===== src/rtl/fractal_sync_pkg.sv =====
// fractal_sync_pkg: shared arbiter state type for the fractal sync tx path
package fractal_sync_pkg;
  typedef enum logic {IDLE, BUSY} arb_state_e;
endpackage


===== src/rtl/fractal_sync_rr_sel.sv =====
// fractal_sync_rr_sel: round-robin pick of the first set i_req bit at or above i_ptr (wrapping); outputs one-hot o_gnt, o_idx, o_any
module fractal_sync_rr_sel #(
  parameter int N = 2,
  localparam int IW = $clog2(N)
) (
  input  logic [N-1:0]  i_req,
  input  logic [IW-1:0] i_ptr,
  output logic [N-1:0]  o_gnt,
  output logic [IW-1:0] o_idx,
  output logic          o_any
);
  always_comb begin
    o_gnt = '0;
    o_idx = '0;
    o_any = 1'b0;
    for (int i = 0; i < N; i++) begin
      automatic int j = (int'(i_ptr) + i) % N;
      if (!o_any && i_req[j]) begin
        o_any = 1'b1;
        o_idx = IW'(j);
        o_gnt[j] = 1'b1;
      end
    end
  end
endmodule


===== src/rtl/fractal_sync_tx_arb.sv =====
// fractal_sync_tx_arb: round-robin arbiter forwarding N_RX fifo heads (empty_i/req_i, pop_o) into one registered req_o/valid_o/ready_i/grant_o stage with stall_o back-pressure flag
module fractal_sync_tx_arb
  import fractal_sync_pkg::*;
#(
  parameter type fsync_req_t = logic,
  parameter int  N_RX        = 2,
  parameter int  STALL_TH    = 16,
  localparam int IW          = $clog2(N_RX),
  localparam int CW          = $clog2(STALL_TH + 1)
) (
  input  logic                clk_i,
  input  logic                rst_i,
  input  logic [N_RX-1:0]     empty_i,
  input  fsync_req_t          req_i [N_RX],
  output logic [N_RX-1:0]     pop_o,
  output fsync_req_t          req_o,
  output logic                valid_o,
  input  logic                ready_i,
  output logic [IW-1:0]       grant_o,
  output logic                stall_o
);
  arb_state_e      r_state;
  fsync_req_t      r_req;
  logic [IW-1:0]   r_grant;
  logic [IW-1:0]   r_rr_ptr;
  logic [CW-1:0]   r_cnt;
  logic            r_stall;
  logic [N_RX-1:0] w_gnt;
  logic [IW-1:0]   w_idx;
  logic            w_any;
  logic            w_load;
  logic            w_bp;
  logic [CW-1:0]   w_cnt;
  fractal_sync_rr_sel #(.N(N_RX)) u_sel (
    .i_req (~empty_i),
    .i_ptr (r_rr_ptr),
    .o_gnt (w_gnt),
    .o_idx (w_idx),
    .o_any (w_any)
  );
  assign w_load  = w_any & ((r_state == IDLE) | ready_i);
  assign pop_o   = (w_load & ~rst_i) ? w_gnt : '0;
  assign w_bp    = (r_state == BUSY) & ~ready_i;
  assign w_cnt   = w_bp ? ((r_cnt == CW'(STALL_TH)) ? r_cnt : r_cnt + 1'b1) : '0;
  assign valid_o = r_state == BUSY;
  assign req_o   = r_req;
  assign grant_o = r_grant;
  assign stall_o = r_stall;
  always_ff @(posedge clk_i) begin
    if (rst_i) begin
      r_state  <= IDLE;
      r_req    <= '0;
      r_grant  <= '0;
      r_rr_ptr <= '0;
      r_cnt    <= '0;
      r_stall  <= 1'b0;
    end else begin
      r_state <= w_load ? BUSY : (ready_i ? IDLE : r_state);
      if (w_load) begin
        r_req    <= req_i[w_idx];
        r_grant  <= w_idx;
        r_rr_ptr <= (w_idx == IW'(N_RX - 1)) ? '0 : w_idx + 1'b1;
      end
      r_cnt   <= w_cnt;
      r_stall <= w_cnt == CW'(STALL_TH);
    end
  end
  if (N_RX < 2 || N_RX > 8) begin : g_bad_n_rx
    $error("fractal_sync_tx_arb: N_RX must be within 2..8");
  end
  if (STALL_TH <= 0) begin : g_bad_stall_th
    $error("fractal_sync_tx_arb: STALL_TH must be positive");
  end
  a_pop_onehot0: assert property (@(posedge clk_i) disable iff (rst_i) $onehot0(pop_o));
endmodule

===== config.mk =====
export PLATFORM = sky130hd
export DESIGN_NAME = fractal_sync_tx_arb
export DESIGN_NICKNAME = d
export VERILOG_FILES = /design/src/rtl/fractal_sync_pkg.sv /design/src/rtl/fractal_sync_rr_sel.sv /design/src/rtl/fractal_sync_tx_arb.sv
export SDC_FILE = /design/constraint.sdc
export NUM_CORES = 1
export LEC_CHECK = 0
export CORE_UTILIZATION = 35
export DETAILED_ROUTE_END_ITERATION = 12
export PLACE_DENSITY_LB_ADDON = 0.25
export SYNTH_ARGS = -nofsm -noshare
export SYNTH_HDL_FRONTEND = slang
export SYNTH_SLANG_ARGS = --single-unit
export TNS_END_PERCENT = 50

===== constraint.sdc =====
create_clock -name clk_i -period 1.4 [get_ports clk_i]
set_input_delay 0.21 -clock clk_i [delete_from_list [all_inputs] [get_ports clk_i]]
set_output_delay 0.21 -clock clk_i [all_outputs]
set_load 0.01 [all_outputs]

==> impl_metrics.csv <==
group,metric,value,unit
run_status,outcome,"finished clean",
worst_setup_path,r2r_cells,6,
sta,hold_viol_final,0,
yosys,ys_ff_latch,10,
pwr,power_switching,144,uW
pwr,p_int,466,uW
clock_tree,htree_levels,1,
sta,max_freq,738,MHz
place,io_buffers,12,
worst_setup_path,r2r_end,"stall_o$_SDFF_PP0_",
drt,via_count,479,
yosys,synth_edf_count,0,
worst_setup_path,crit_path_end_kind,"primary output",
global_routing,grt_max_degree,7,
global_routing,grt_pass1_wl,1640,um
drt,dr.pass1.iters,2,
pwr,p_per_area,772,mW/mm2
place,place_inst,95,
yosys,synth_top_flop_cell,"dfxtp_1",
worst_setup_path,cp.required,1.19,ns
worst_setup_path,crit_fanout,4,
final_layout,fill_cells,123,
drt,route.met2.wl,532,um
place,hpwl,852,um
clock_tree,clk_pin_slew,0.06,ns
drt,ant_nets,0,
sta,finalCriticalPeriod,1.36,ns
worst_setup_path,critical_path_arrival,1.15,ns
floorplan,rows,13,
sta,whs,0.336,ns
final_layout,final_cells,100,
yosys,synth.distinct_cells,30,
final_layout,drive_gt1_share,38.8,%
final_layout,ff_latch_area,203,um2
pwr,peakVddDrop,0.000596,V
floorplan,design.portCount,13,
drt,routed-wl-met3,44,um
yosys,synthSimpleGateAreaFrac,23.2,%
sta,finalSetupViolCount,0,
yosys,synth_area,492,um2
worst_setup_path,r2r_setup_slack,0.09,ns
sta,skew,0.00809,ns
pwr,leakage,0.335,nW
worst_hold_path,hold_class,"primary input to flip-flop",
yosys,ys_seq_area_share,40.7,%
pwr,comb_power_share,19.3,%
sta,fin_tns_setup,0,ns
final_layout,multi_input_area,299,um2
job,drv_cap,0,
yosys,synth_top_family_by_area,"simple AND/OR/NAND/NOR gates",
drt,drt_wl_total,1130,um
floorplan,die_w,39.5,um
clock_tree,clock_path_buffers,2,
final_layout,mostFrequentLayoutCell,"buf_4",
clock_tree,insertion_delay,0.27,ns
worst_hold_path,min_from,"empty_i[1]",
place,gp_congestion,0.865,
floorplan,initial_core_util,37.8,%
drt,wl_met1,538,um
floorplan,die_h,39.5,um
yosys,postSynthCellCount,57,
yosys,synthAdderAreaFrac,5.09,%
worst_hold_path,holdPathStages,3,
yosys,synth_warnings,0,
drt,vias_per_cell,4.79,
yosys,synthArstFlopShare,0,%
sta,post-route-period-util,96.8,%
drt,routedWlPerCell,11.3,um
pwr,swShare,23.7,%
clock_tree,cts_tree,"yes",
yosys,synth-xor-area-share,7.12,%
final_layout,syn_to_final_growth,60.8,%
global_routing,grt_pass1_vias,415,
floorplan,core,0.00130,mm2
drt,drc_errors,0,
final_layout,nNetsFinal,96,
pwr,p_clk_share,31.3,%
global_routing,grtUsageTotal,16.5,%
drt,drt-initial-drc-count,8,
clock_tree,cts_buffers,3,
yosys,postSynthAreaPerCell,8.63,um2
yosys,synth_compound_area_share,16.0,%
sta,timing.slew.headroom,85.3,%
pwr,seq_power_share,49.4,%
worst_setup_path,crit_path_start_kind,"primary input",
clock_tree,clockRootBuffer,"clkbuf_4",
worst_setup_path,crit_type,"primary input to primary output",
sta,tightest_slew,0.218,ns
yosys,muxShareOfSynthArea,2.04,%
clock_tree,cts_sinks,10,
yosys,syn_nets,66,
drt,top_layer_used,"met4",
worst_hold_path,min_to,"valid_o$_SDFFE_PP0P_",
final_layout,layout_common_cells,"buf_4 (16), nor2_1 (8), dfxtp_1 (8), clkdlybuf4s50_1 (8)",
floorplan,dieArea,0.00156,mm2
final_layout,n_antenna_cell,0,
sta,slew_viol_final,0,
global_routing,antenna_found_initial,0,
sta,grt_setup_unrepaired,"yes",
worst_setup_path,r2r-start,"r_cnt[0]$_SDFF_PP0_",
global_routing,grt_remaining_overflow,0,
==> through the flow <==
| stage | utilization, % | worst slack, ns | cell area, um2 | total power [mW] |
|---|---|---|---|---|
| 3_5_place_dp | 55.3 | -0.420 | 719 | 0.415 |
| 5_1_grt | 60.8 | -0.0676 | 791 | 0.641 |
| 2_1_floorplan | - | 0.0546 | 492 | 0.347 |
| 6_report | 60.8 | 0.0448 | 791 | 0.610 |
| 4_1_cts | 57.9 | -0.00524 | 753 | 0.610 |
| 3_3_place_gp | 55.3 | -0.377 | 719 | 0.414 |
==> worst max-delay path by stage <==
stage	from	end	slack, ns	cells after the start
detailed placement	ready_i	pop_o[1]	-0.42	6
floorplan	r_cnt[0]$_SDFF_PP0_	stall_o$_SDFF_PP0_	0.05	5
global route	valid_o$_SDFFE_PP0P_	pop_o[1]	-0.07	5
finish	empty_i[0]	pop_o[0]	0.04	3
global placement	ready_i	pop_o[1]	-0.38	6
CTS	ready_i	pop_o[1]	-0.005	6
==> worst max-delay path, cell delays in order <==
cell and delay (ns):
clkdlybuf4s50_1 0.47, nor4_1 0.29, buf_2 0.17
==> sequential cells by signal (all words and copies together) (netlist names) <==
register / count
grant_o: 1
r_cnt: 5
r_rr_ptr: 1
req_o: 1
stall_o: 1
valid_o: 1
==> per-layer routing <==
layer	track usage (%)	up-vias
li1	-	257
met1	19.5	215
met2	24.2	4
met3	10.2	3
met4	5.17	0
met5	0	-
==> logic make-up after synthesis <==
family,after synthesis
compound gates,12
fa+ha+maj,2
flops,10
mux,1
buf+inv,6
simple gates,22
xor+xnor,4
==> Yosys cell counts, drive strengths merged, types with 2 or more instances <==
master	instances	area share, %
a21oi	3	3.1
buf	2	2.5
dfxtp	10	41
ha	2	5.1
inv	2	1.5
nand3	4	5.1
nor2	9	6.9
nor2b	2	2.5
nor3	2	2.0
o21ai	2	2.0
xnor2	2	3.6
xor2	2	3.6
==> power groups by stage <==
stage          Combinational [mW]  Sequential [mW]  Clock, mW
6_report                    0.118            0.302      0.191
3_3_place_gp                0.107            0.307          0
4_1_cts                     0.110            0.301      0.199
2_1_floorplan              0.0367            0.311          0
5_1_grt                     0.129            0.303      0.209
3_5_place_dp                0.108            0.307          0
==> layout make-up <==
| type | instances | area share, % |
|---|---|---|
| multi-input cells | 41 | 37.8 |
| repair buffers | 28 | 29.7 |
| flip-flops and latches | 10 | 25.6 |
| clock buffers | 3 | 2.85 |
| well taps | 15 | 2.37 |
| inverters | 3 | 1.58 |
==> timing repair <==
item / CTS / global route
gates resized for setup: 11 / 10
pin swaps: 1 / 3
setup buffers: 1 / 1
hold buffers: 0 / 0
setup endpoints to repair: 3 / 4
Power figures use the tool's default switching activity.
